### config.mk
export PLATFORM = sky130hd
export DESIGN_NAME = serial_adder_flat
export DESIGN_NICKNAME = d
export VERILOG_FILES = /design/src/rtl/serial_adder_if.sv /design/src/rtl/serial_adder.sv /design/src/flat_wrapper.sv
export SDC_FILE = /design/constraint.sdc
export NUM_CORES = 1
export LEC_CHECK = 0
export BUFFER_PORTS_ARGS = -buffer_cell sky130_fd_sc_hd__clkbuf_2
export CAP_MARGIN = 5
export CORE_ASPECT_RATIO = 0.75
export CORE_MARGIN = 2
export CORE_UTILIZATION = 30
export CTS_BUF_LIST = sky130_fd_sc_hd__clkbuf_8
export DETAILED_ROUTE_END_ITERATION = 6
export GPL_TIMING_DRIVEN = 0
export HOLD_SLACK_MARGIN = 0.15
export PLACE_DENSITY = 0.57
export SYNTH_ARGS = -nofsm -noshare
export SYNTH_HDL_FRONTEND = slang
export SYNTH_SLANG_ARGS = --single-unit
### constraint.sdc
create_clock -name clk -period 2.2 [get_ports clk]
set_clock_uncertainty 0.05 [all_clocks]
set_input_delay 0.11 -clock clk [delete_from_list [all_inputs] [get_ports clk]]
set_output_delay 0.11 -clock clk [all_outputs]
set_load 0.02 [all_outputs]
### src/rtl/serial_adder_if.sv
// Start/done handshake bundle for the bit-serial adder: operands and carry-in
// from the requester, busy/done status and registered result back.
interface serial_adder_if #(
    parameter int N = 8
);
    logic         start;
    logic [N-1:0] a;
    logic [N-1:0] b;
    logic         cin;
    logic         busy;
    logic         done;
    logic [N-1:0] sum;
    logic         cout;

    modport master (
        output start, a, b, cin,
        input  busy, done, sum, cout
    );

    modport slave (
        input  start, a, b, cin,
        output busy, done, sum, cout
    );
endinterface

### src/rtl/serial_adder.sv
// Bit-serial N-bit adder: one full-adder slice (two half adders plus an OR)
// with a registered carry, consuming one operand bit pair per cycle, LSB first.
module serial_adder #(
    parameter int N = 8
) (
    input logic          clk,
    input logic          rst,
    serial_adder_if.slave bus
);
    localparam int CW = $clog2(N + 1);

    typedef enum logic [1:0] {
        IDLE = 2'd0,
        RUN  = 2'd1,
        DONE = 2'd2
    } state_t;

    state_t        state;
    state_t        state_next;
    logic [N-1:0]  ra;
    logic [N-1:0]  rb;
    logic          carry;
    logic [CW-1:0] cnt;
    logic [N-1:0]  sum_q;
    logic          cout_q;

    logic          half_s;
    logic          half_c;
    logic          slice_s;
    logic          slice_c;
    logic          last_bit;
    logic [N-1:0]  sum_shifted;

    // Full-adder slice built from two half adders; the result bit enters at the MSB.
    always_comb begin
        half_s      = ra[0] ^ rb[0];
        half_c      = ra[0] & rb[0];
        slice_s     = half_s ^ carry;
        slice_c     = half_c | (half_s & carry);
        last_bit    = (cnt == CW'(N - 1));
        sum_shifted = sum_q >> 1;
        sum_shifted[N-1] = slice_s;
    end

    always_ff @(posedge clk or posedge rst) begin
        if (rst) begin
            state <= IDLE;
        end else begin
            state <= state_next;
        end
    end

    always_comb begin
        state_next = state;
        case (state)
            IDLE:    if (bus.start) state_next = RUN;
            RUN:     if (last_bit)  state_next = DONE;
            DONE:    state_next = IDLE;
            default: state_next = IDLE;
        endcase
    end

    always_ff @(posedge clk or posedge rst) begin
        if (rst) begin
            ra     <= '0;
            rb     <= '0;
            carry  <= 1'b0;
            cnt    <= '0;
            sum_q  <= '0;
            cout_q <= 1'b0;
        end else begin
            case (state)
                IDLE: begin
                    if (bus.start) begin
                        ra     <= bus.a;
                        rb     <= bus.b;
                        carry  <= bus.cin;
                        cnt    <= '0;
                        sum_q  <= '0;
                        cout_q <= 1'b0;
                    end
                end
                RUN: begin
                    sum_q <= sum_shifted;
                    ra    <= ra >> 1;
                    rb    <= rb >> 1;
                    carry <= slice_c;
                    cnt   <= cnt + CW'(1);
                    if (last_bit) begin
                        cout_q <= slice_c;
                    end
                end
                default: begin
                end
            endcase
        end
    end

    assign bus.busy = (state == RUN);
    assign bus.done = (state == DONE);
    assign bus.sum  = sum_q;
    assign bus.cout = cout_q;
endmodule

### src/flat_wrapper.sv
// flat-port wrapper written by rule: the top's interface ports become plain ports
module serial_adder_flat 
#(
    parameter int N = 8
)
  (clk, rst, bus_start, bus_a, bus_b, bus_cin, bus_busy, bus_done, bus_sum, bus_cout);
  serial_adder_if #(.N(N)) bus_i ();
  input logic clk;
  input logic rst;
  input wire logic [$bits(bus_i.start)-1:0] bus_start;
  input wire logic [$bits(bus_i.a)-1:0] bus_a;
  input wire logic [$bits(bus_i.b)-1:0] bus_b;
  input wire logic [$bits(bus_i.cin)-1:0] bus_cin;
  output wire logic [$bits(bus_i.busy)-1:0] bus_busy;
  output wire logic [$bits(bus_i.done)-1:0] bus_done;
  output wire logic [$bits(bus_i.sum)-1:0] bus_sum;
  output wire logic [$bits(bus_i.cout)-1:0] bus_cout;
  assign bus_i.start = bus_start;
  assign bus_i.a = bus_a;
  assign bus_i.b = bus_b;
  assign bus_i.cin = bus_cin;
  assign bus_busy = bus_i.busy;
  assign bus_done = bus_i.done;
  assign bus_sum = bus_i.sum;
  assign bus_cout = bus_i.cout;
  serial_adder #(.N(N)) u_core (.clk(clk), .rst(rst), .bus(bus_i));
endmodule
-- Word level (Yosys, flattened, before mapping)
Index checks and enable logic that the tools add are counted.
- $add $sub $neg: 1
- multipliers: 0
- div/mod/pow operators: 0
- $lt $le $gt $ge: 0
- equality and inequality tests: 5
- shift operators: 0
- mux-type cells: 16
- bitwise operators: 5
- reduce and logical (&&, ||, !) cells: 5
- operators by type and width (cell ; number):
    8-bit case mux with 2 select lines ; 3
    8-bit 2-to-1 mux ; 3
    4-bit case mux with 2 select lines ; 1
    4-bit by 1-bit adder with 4-bit output, second input constant ; 1
    4-bit by 3-bit equality test with 1-bit output, second input constant ; 1
    2-bit 2-to-1 mux ; 2
    4-bit 2-to-1 mux ; 1
    1-bit case mux with 2 select lines ; 2
    2-bit case mux with 2 select lines ; 1
    2-bit AND reduction ; 2
    1-bit 2-to-1 mux ; 3
    3-bit AND reduction ; 1
    1-bit AND ; 2
    2-bit by 1-bit equality test with 1-bit output, second input constant ; 1
    2-bit equality test, second input constant ; 1
    2-bit logical NOT ; 1
    2-bit by 1-bit inequality test with 1-bit output, second input constant ; 1
    2-bit inequality test, second input constant ; 1
    2-bit nonzero test ; 1
    1-bit XOR ; 2
    1-bit OR ; 1
- bits in registers: 32
- latch bits: 0
- memory bits (writable): 0
- ROM bits: 0
- input bits: 20
- output and inout port bits: 11
- logic and storage cells: 39
- memories kept: 0

-- Depth between registers and ports, before layout
Gate-level depths: netlist of the first run.
- word-level depth: 5
- gate-level depth with buffers: 5
- depth with buffers taken out: 5

-- Worst setup path after synthesis of the first run
OpenSTA, ideal clock, no wires.
- path kind: register to register
- start point: register u_core.state[1]
- end point: register u_core.cnt[2]
- setup time: 121 ps
- arrival: 1058 ps
- data required time: 2029 ps
- slack: 971 ps
- stages on the path, launching flop included: 5
- path buffers: 2
- period minus slack after synthesis: 1229 ps
- cells stage by stage: dfrtp_1 -> buf_6 -> o21bai_4 -> buf_6 -> a22o_1
- word-level cells in the longest chain between the ends: 3
- elaborated cells on any way between the ends: 6
- classes of those cells: 2 x eq/ne; 1 x mux; 3 x reduce/logical
- ends and longest elaborated chain (element ; RTL line ; RTL):
    start: declaration ; serial_adder.sv:18 ; state_t state;
    start signal: assignment ; serial_adder.sv:49 ; state <= state_next;
    2-bit by 1-bit equality test with 1-bit output / 2-bit logical NOT (equally long branches) ; serial_adder.sv:72 ; case (state)
    2-bit nonzero test (no source line) / 2-bit inequality test (equally long branches) ; n/a ;
    2-bit AND reduction (no source line) ; n/a ;
    end signal: assignment ; serial_adder.sv:88 ; cnt <= cnt + CW'(1);
    end: declaration ; serial_adder.sv:23 ; logic [CW-1:0] cnt;
Several ways; a longest one is shown, not always the timed one.
A chain may end at the register's enable or synchronous reset.

-- Worst setup path after layout of the first run
- start point: register u_core.state[0]
- end point: output bus_done
- word-level cells in the longest chain between the ends: 1
- ends and longest elaborated chain (element ; RTL line ; RTL):
    2-bit equality test ; serial_adder.sv:100 ; assign bus.done = (state == DONE);
    end: declaration ; flat_wrapper.sv:15 ; output wire logic [$bits(bus_i.done)-1:0] bus_done;
Every way passes these cells.

==> out/qor.txt, run 1 <==
Post-synth EDFFs - 0
gr ovfl total - 0
Syn Area/Cell - 11.9 um2
Filler cells - 466
initial antenna violation count - 0
vias in the first global route - 1161
fmax - 0.677 GHz
placed cell areas - 1700 um2
WL final - 3180 um
clock-pin slew on the worst setup and hold paths - 0.07 ns
synthesized cell area - 1470 um2
routed vias/inst - 4.77
Final nets - 202
synth top area cells - dfrtp_1 54%, a22oi_2 7.7%, a22o_1 6.6%, o21ai_1 4.8%, nand2_1 4.1%
RSZ-0062 raised after global routing - false
Yosys cell types - 31
Setup crit start kind - register
gr usage total - 0.130
sequential share of the synthesized area - 0.545
Core Region - 4820 um2
share of synthesized registers carrying an async set or reset - 1.00
die area - 5480 um2
final setup vio count - 0
Adder-Cell Fraction of Synth Area - 0.0221
# clock sinks - 32
final instance area - 1990 um2
Net Switching - 0.000833 W
XOR/XNOR share of the synthesized area - 0
Int Pwr - 0.00145 W
worst stage delay on the critical path - 0.49 ns
Yosys reg bits - 32
Antenna Nets Post-Route - 0
post-synthesis mux area share - 0.00681
hold_buf cts - 18
yosys warns - 0
PortBufs - 30
headroom to the max-slew limit - 0.706
cell count after synthesis - 124
compound-gate portion of the synthesized area - 0.266
top cell type by total area after synthesis - dfrtp_1
Peak VDD IR - 0.473 mV
H-tree lvl count - 2
WP data required - 2.04 ns
drt drc - 0
Worst EP arrival - 1.32 ns
Hold WC Path Type - in2async
main combinational cell family by area after synthesis - compound AO/OA/AOI/OAI gates
clk_lat worst skew - 0.28 ns
antenna fix cells - 0
CTS tree - built
io pins - 31
DRT Pass-1 Iters - 4
Sequential cell area - 801 um2
Via Count - 1149
worst hold slack - 0.230 ns
final hold vios - 0
max-cap viol count - 0
Seq pwr share - 0.420
CTS max path bufs - 2
layout cells sized above 1 - 0.331
Num CTS Buffers - 5
Row Count - 22
HPWL Detailed - 2130 um
post-route minimum period - 1.48 ns
Worst Setup Path Type - reg2out
Worst-Margin Slew - 0.440 ns
CP Max Fanout - 10
CP Capture Type - output port
fin crit share - 0.672
post-CTS setup buffer count - 0
Die W - 84.8 um
Net Sw Frac - 0.366
Root Buffer - clkbuf_8
Crit-path slowest cell - dfrtp_1
family with the most delay on the worst path - flip-flops
Synth Area in Simple Gates - 0.0894
status - completed
Post-Synthesis Net Count - 146
Final Max Slew Viols - 0
post-synth top area share - 0.545
Total Power - 0.00228 W
Die Ht - 64.6 um
Leakage - 0.913 nW
prevailing post-synth register cell - dfrtp_1
Comb power frac - 0.383
WP buf/inv - 2
Initial DRC Count - 68
Syn-to-layout area delta - 35.1%
post-CTS resize count - 0
largest net degree at the start of global routing - 33
worst path cell trace - buf_2 -> nor2b_1 -> clkbuf_2
first-pass GRT wire length - 5440 um
Multi-input gate area - 566 um2
WL/cell - 13.2 um
clock share of power - 0.197
pwr dens - 1150 nW/um2
Initial Utilization - 0.305
setup TNS - 0 ns
final RePlAce weighted congestion - 0.744
-- Yosys cell counts (2+ instances only) --
| library cell | count |
|---|---|
| dfrtp_1 | 32 |
| nand2_1 | 16 |
| o21ai_1 | 14 |
| a22o_1 | 11 |
| a22oi_2 | 9 |
| a22oi_1 | 5 |
| buf_6 | 5 |
| inv_1 | 5 |
| o22ai_1 | 3 |
| nand3_1 | 2 |
| nor2b_1 | 2 |
-- area by class of cell --
class                      instances  share of cell area
timing repair buffer              49               0.176
tap                               60              0.0378
clock inverter                     2             0.00378
multi-input combinational         77               0.285
buffer                             8              0.0365
sequential                        32               0.403
clock buffer                       6              0.0416
inverter                           7              0.0158
-- layout by cell type (no fill, tap or decap), types with 3 or more instances in the layout --
master         synthesis  final
a22o_1                11     11
a22oi_1                5      5
a22oi_2                9      9
buf_6                  5      5
clkbuf_2               0     30
clkbuf_8               0      6
dfrtp_1               32     32
dlygate4sd3_1          0     18
inv_1                  5      6
nand2_1               16     16
o21ai_1               14     14
o22ai_1                3      3
-- sequential cells by signal, summed over array words and instances (netlist names) --
signal	count
u_core.cnt	4
u_core.ra	8
u_core.bus.sum	8
u_core.bus.cout	1
u_core.state	2
u_core.rb	8
u_core.carry	1
-- power groups by stage --
| stage | registers, W | logic, W | clock network (W) |
|---|---|---|---|
| floorplan | 0.00101 | 0.000560 | 0 |
| global placement | 0.000954 | 0.000831 | 0 |
| detailed placement | 0.000965 | 0.000850 | 0 |
| CTS | 0.000959 | 0.000887 | 0.000464 |
| global route | 0.000982 | 0.000964 | 0.000503 |
| finish | 0.000957 | 0.000874 | 0.000448 |
-- worst reg2reg max path: cells and delay by family, from the launching register on --
family | cells | cell delay [ns]
compound gates | 2 | 0.45
flops | 1 | 0.39
buf+inv | 2 | 0.33
-- metrics by stage --
step	setup slack [ns]	utilization	std cells
final	0.723	0.412	241
after global routing	0.614	0.412	241
after CTS	0.606	0.408	240
after detailed placement	0.859	0.352	214
after global placement	0.893	0.352	214
after floorplan	0.971	-	124
-- worst paths after layout --
| path | slack, ns | depth (start not counted) | to | start |
|---|---|---|---|---|
| max reg2reg | 0.87 | 4 | u_core.cnt[1] | u_core.state[1] |
| max in group asynchronous | 1.46 | 4 | u_core.rb[0] | rst |
| min reg2reg | 0.44 | 2 | u_core.rb[3] | u_core.rb[3] |
| min in group clk | 0.23 | 4 | u_core.ra[0] | bus_start |
| max | 0.72 | 3 | bus_done | u_core.state[0] |
| min | 0.23 | 3 | u_core.ra[6] | rst |
-- routing by layer --
metal  global-route usage  wire length (um)
met5                    0                 0
met4               0.0655                57
met3               0.0459               134
met2                0.201              1510
met1                0.160              1470
-- kinds of logic after synthesis --
logic type      Yosys count
simple gates             26
fa+ha+maj                 2
flops                    32
compound gates           48
mux                       1
buf+inv                  15
(Power assumes the default switching activity.)
==> run 2: changes to the inputs <==
PLACE_DENSITY = 0.59   (was 0.57)
clock period = 1.3 ns   (was 2.2 ns; I/O delays follow)
==> run 2 against run 1 <==
  * Clock power rose by 73%
  * Sequential share of layout area fell by 2.6 points
  * Global-route usage barely moved
  * Register-to-register slack got worse by 0.85 ns
  * Die area did not move
  * Clock-buffer cell count did not move
  * Critical path type is now reg2reg
  * Critical endpoint is now u_core.cnt[1]
==> out/qor.txt, run 2 (synthesis gave the netlist of run 1 again) <==
status - completed
Row Count - 22 (unchanged)
HPWL Detailed - 2230 um (+5.0%)
Worst R2R Path Depth - 4 (unchanged)
Antenna Nets Post-Route - 0 (unchanged)
initial antenna violation count - 0 (unchanged)
final setup vio count - 0 (unchanged)
worst path cell trace - buf_6 -> o21bai_4 -> buf_6 -> a22o_1
PortBufs - 30 (unchanged)
Layout Cells excl Fill - 251 (+4.1%)
clk_lat worst skew - 0.28 ns (about the same)
CP Capture Type - register
WP data required - 1.42 ns (-0.62 ns)
fin crit share - 0.987
Setup crit start kind - register
CTS tree - built
Die Ht - 64.6 um (unchanged)
Crit-path slowest cell - dfrtp_1
WL/cell - 13.6 um (+3.3%)
clock-pin slew on the worst setup and hold paths - 0.07 ns (about the same)
Int Pwr - 0.00262 W (+81%)
final RePlAce weighted congestion - 0.755 (+1.5%)
max-cap viol count - 0 (unchanged)
Worst Setup Path Type - reg2reg
family with the most delay on the worst path - compound AO/OA/AOI/OAI gates
Syn-to-layout area delta - 44.5%
headroom to the max-slew limit - 0.694 (-0.0123)
io pins - 31 (unchanged)
leading cell type in the layout, fill and taps excluded - dfrtp_1
routed vias/inst - 4.83 (+1.3%)
pwr dens - 1940 nW/um2 (+69%)
Worst-Margin Slew - 0.459 ns (+0.0184 ns)
WL final - 3420 um (+7.6%)
Die W - 84.8 um (unchanged)
vias in the first global route - 1211 (+4.3%)
number of cells on the critical path - 4 (+1)
cell mode on critical path - buf_6
Via Count - 1212 (+5.5%)
post-route minimum period - 1.28 ns
# clock sinks - 32 (unchanged)
Initial Utilization - 0.305 (unchanged)
DP Cell Count - 214 (unchanged)
Num CTS Buffers - 5 (unchanged)
Leakage - 0.980 nW (+7.4%)
Final nets - 212 (+5.0%)
Comb power frac - 0.415 (+0.032)
DRT Pass-1 Iters - 4 (unchanged)
WP buf/inv - 2 (unchanged)
worst hold slack - 0.168 ns (-0.0616 ns)
worst stage delay on the critical path - 0.41 ns (-0.08 ns)
Final Max Slew Viols - 0 (unchanged)
Root Buffer - clkbuf_8
fmax - 0.780 GHz
largest net degree at the start of global routing - 33 (unchanged)
H-tree lvl count - 2 (unchanged)
antenna fix cells - 0 (unchanged)
drt drc - 0 (unchanged)
reg2reg setup slack - 0.02 ns (-0.85 ns)
Seq pwr share - 0.397 (-0.023)
Total Power - 0.00412 W (+81%)
Peak VDD IR - 0.771 mV (+63%)
die area - 5480 um2 (unchanged)
commonest non-fill, non-tap cells in the layout - 31 x dfrtp_1, 28 x clkbuf_2, 19 x dlygate4sd3_1, 14 x o21ai_1, 12 x nand2_1
clock share of power - 0.188 (-0.009)
first-pass GRT wire length - 5530 um (+1.8%)
Net Switching - 0.00150 W (+80%)
layout cells sized above 1 - 0.414 (+0.0821)
gr ovfl total - 0 (unchanged)
final worst slack - 0.0174 ns (-0.705 ns)
CP Max Fanout - 7 (-3)
Initial DRC Count - 89 (+31%)
final hold vios - 0 (unchanged)
CTS max path bufs - 2 (unchanged)
Hold WC Path Type - in2async
gr usage total - 0.130 (+0.000309)
Worst EP arrival - 1.40 ns (+0.08 ns)
Core Region - 4820 um2 (unchanged)
Net Sw Frac - 0.365 (-0.00110)
RSZ-0062 raised after global routing - true
pre-CTS setup slack - -0.0236 ns (-0.883 ns)
[run 2: what timing repair did]
action / in CTS / in global routing
setup buffers: 2 / 5
endpoints found under the setup margin: 12 / 24
gates resized for setup: 6 / 17
cloned: 0 / 2
hold buffers: 18 / 1
hold endpoints to repair: 50 / 32
pin swaps: 0 / 10
[run 2: metal layers]
metal	GRT usage	up-vias	routed length [um]
met3	0.0395	6	158
met5	0	-	0
li1	-	578	-
met2	0.219	31	1720
met4	0.0417	0	34
met1	0.161	597	1500
[run 2: path summary, 6_finish.rpt]
kind / from / endpoint
worst max register to register: u_core.state[1] / u_core.cnt[1]
worst min register to register: u_core.rb[5] / u_core.rb[5]
min in group clk: bus_start / u_core.rb[6]
worst min-delay path: rst / u_core.bus.sum[7]
worst max-delay path: u_core.state[1] / u_core.cnt[1]
max in group asynchronous: rst / u_core.state[0]
[run 2: area by class of cell]
type,instances,area (um2)
inverters,7,33.8
plain buffers,8,90.1
clock buffers,6,82.6
flip-flops and latches,32,802
well taps,60,75.1
repair buffers,59,439
multi-input cells,77,592
clock inverters,2,10.0
fillers,454,2690
[run 2: power by group through the flow]
| stage | clock network (W) | registers, W | logic (W) |
|---|---|---|---|
| after floorplan | 0 | 0.00171 | 0.000947 |
| after global placement | 0 | 0.00161 | 0.00139 |
| after detailed placement | 0 | 0.00164 | 0.00145 |
| after CTS | 0.000811 | 0.00163 | 0.00154 |
| after global routing | 0.000870 | 0.00167 | 0.00187 |
| final | 0.000776 | 0.00163 | 0.00171 |
[run 2: worst reg2reg max path, delay by kind of cell, from the launching register on]
family | cells | cell delay (ns)
flops | 1 | 0.41
buf+inv | 2 | 0.30
compound gates | 2 | 0.41
[run 2: stage by stage]
stage | util | setup TNS (ns) | cell area, um2
final | 0.441 | 0 | 2120
after CTS | 0.415 | -0.0367 | 2000
after floorplan | - | 0 | 1470
after global placement | 0.352 | 0 | 1700
after global routing | 0.441 | -0.277 | 2120
after detailed placement | 0.352 | -0.0621 | 1700
==> run 3: changes to the inputs <==
PLACE_DENSITY = default   (was 0.59)
==> run 3 against run 2 <==
  * Flip-flop and latch count stayed put
  * Wire length is 5.4% lower
  * Hold slack better by 0.040 ns
  * Cell area is 1.3% lower
  * Power is 4.4% lower
  * Global-route usage is 0.42 points lower
  * Sequential share of layout area is 0.50 points higher
  * Worst setup slack better by 0.0047 ns
  * Core utilization is 0.57 points lower
  * Clock power is 13% lower
  * Largest cell class unchanged
==> out/qor.txt, run 3 (synthesis gave the netlist of run 1 again) <==
CP Max Fanout - 10 (+3)
clk_lat worst skew - 0.28 ns (about the same)
# clock sinks - 32 (unchanged)
Initial Utilization - 0.305 (unchanged)
io pins - 31 (unchanged)
PortBufs - 30 (unchanged)
fin crit share - 0.983 (-0.00364)
final worst slack - 0.0221 ns (+0.00473 ns)
fin util - 0.435 (-0.00571)
WL final - 3230 um (-5.4%)
Final Max Slew Viols - 0 (unchanged)
RSZ-0062 raised after global routing - true
Total Power - 0.00393 W (-4.4%)
Die Ht - 64.6 um (unchanged)
Num CTS Buffers - 5 (unchanged)
WL/cell - 13.3 um (-2.6%)
gr ovfl total - 0 (unchanged)
commonest non-fill, non-tap cells in the layout - 31 x dfrtp_1, 30 x clkbuf_2, 18 x dlygate4sd3_1, 16 x nand2_1, 13 x o21ai_1
final setup vio count - 0 (unchanged)
status - completed
FF-to-FF Start - u_core.state[1]
Antenna Nets Post-Route - 0 (unchanged)
layout cells sized above 1 - 0.380 (-0.0332)
headroom to the max-slew limit - 0.715 (+0.0210)
Syn-to-layout area delta - 42.6%
Via Count - 1167 (-3.7%)
max-cap viol count - 0 (unchanged)
Filler cells - 456 (+0.44%)
final hold vios - 0 (unchanged)
post-route minimum period - 1.28 ns (-0.00473 ns)
WP buf/inv - 2 (unchanged)
Multi-input gate area - 588 um2 (-0.63%)
CTS max path bufs - 2 (unchanged)
Leakage - 0.957 nW (-2.4%)
WP data required - 1.19 ns (-0.23 ns)
Initial DRC Count - 64 (-28%)
final RePlAce weighted congestion - 0.666 (-12%)
CP Capture Type - output port
first-pass GRT wire length - 5410 um (-2.2%)
pre-CTS setup slack - -0.0293 ns (-0.00565 ns)
H-tree lvl count - 2 (unchanged)
Net Sw Frac - 0.363 (-0.00197)
Seq pwr share - 0.410 (+0.013)
Hold WC Path Type - in2async
setup TNS - 0 ns (unchanged)
CTS tree - built
Int Pwr - 0.00251 W (-4.1%)
drt drc - 0 (unchanged)
Net Switching - 0.00143 W (-4.9%)
HPWL Detailed - 2030 um (-9.1%)
DRT Pass-1 Iters - 4 (unchanged)
worst path cell trace - buf_6 -> nor2b_1 -> buf_4
pwr dens - 1880 nW/um2 (-3.2%)
largest net degree at the start of global routing - 33 (unchanged)
family with the most delay on the worst path - flip-flops
Worst-Margin Slew - 0.425 ns (-0.0341 ns)
initial antenna violation count - 0 (unchanged)
Row Count - 22 (unchanged)
Worst EP arrival - 1.16 ns (-0.24 ns)
worst setup path start - u_core.state[0]
worst stage delay on the critical path - 0.45 ns (+0.04 ns)
Crit-path slowest cell - dfrtp_2
Peak VDD IR - 0.858 mV (+11%)
clock share of power - 0.171 (-0.017)
Root Buffer - clkbuf_8
worst hold slack - 0.208 ns (+0.0398 ns)
Final nets - 208 (-1.9%)
gr usage total - 0.126 (-0.00421)
Core Region - 4820 um2 (unchanged)
Comb power frac - 0.419 (+0.004)
die area - 5480 um2 (unchanged)
routed vias/inst - 4.78 (-0.95%)
clock-pin slew on the worst setup and hold paths - 0.06 ns (about the same)
vias in the first global route - 1094 (-9.7%)
leading cell type in the layout, fill and taps excluded - dfrtp_1
antenna fix cells - 0 (unchanged)
Die W - 84.8 um (unchanged)
fmax - 0.783 GHz (+0.37%)
Worst Setup Path Type - reg2out
Setup crit start kind - register
Sequential cell area - 802 um2 (unchanged)
[run 3: cell count changes in the layout (fill, tap and decap cells not counted), sizes merged]
cell,change
inv,-1
buf,-6
clkbuf,+2
dlygate4sd3,-1
clkinv,-1
[run 3: worst min-delay path: stages]
cell,delay [ns]
dlygate4sd3_1,0.53
clkbuf_2,0.10
clkinv_1,0.24
[run 3: area by class of cell]
class | instances | area share
sequential | 32 | 0.382
multi-input combinational | 77 | 0.280
timing repair buffer | 55 | 0.209
buffer | 8 | 0.0442
tap | 60 | 0.0358
clock buffer | 5 | 0.0328
inverter | 7 | 0.0149
[run 3: what timing repair did]
action	CTS	global route
setup endpoints to repair	8	17
buffers inserted	3	2
cloned	0	1
hold endpoints to repair	49	32
hold buffers	17	1
gates resized for setup	5	11
pin swaps	0	6
[run 3: worst paths after layout]
| path | to | slack, ns | cells after the start |
|---|---|---|---|
| min in group clk | u_core.ra[4] | 0.25 | 5 |
| worst min-delay path | u_core.bus.sum[3] | 0.21 | 3 |
| worst min register to register | u_core.rb[5] | 0.45 | 2 |
| max in group asynchronous | u_core.state[0] | 0.56 | 4 |
| worst max-delay path | bus_done | 0.02 | 3 |
| worst max register to register | u_core.bus.sum[1] | 0.03 | 4 |
[run 3: power groups by stage]
| stage | registers, W | logic, W | clock network [W] |
|---|---|---|---|
| after detailed placement | 0.00163 | 0.00143 | 0 |
| after global placement | 0.00162 | 0.00141 | 0 |
| after floorplan | 0.00171 | 0.000947 | 0 |
| after global routing | 0.00166 | 0.00182 | 0.000747 |
| after CTS | 0.00161 | 0.00156 | 0.000699 |
| final | 0.00161 | 0.00165 | 0.000672 |
[run 3: stage by stage]
stage	instances	cell area [um2]
6_report	244	2100
5_1_grt	244	2100
4_1_cts	239	1980
3_5_place_dp	214	1700
3_3_place_gp	214	1700
2_1_floorplan	124	1470
[run 3: per-layer routing]
| metal | vias up | share of wire | global-route usage |
|---|---|---|---|
| met4 | 0 | 0.0034 | 0.0417 |
| met1 | 562 | 0.49 | 0.180 |
| met5 | - | 0 | 0 |
| li1 | 570 | - | - |
| met2 | 33 | 0.45 | 0.173 |
| met3 | 2 | 0.051 | 0.0471 |
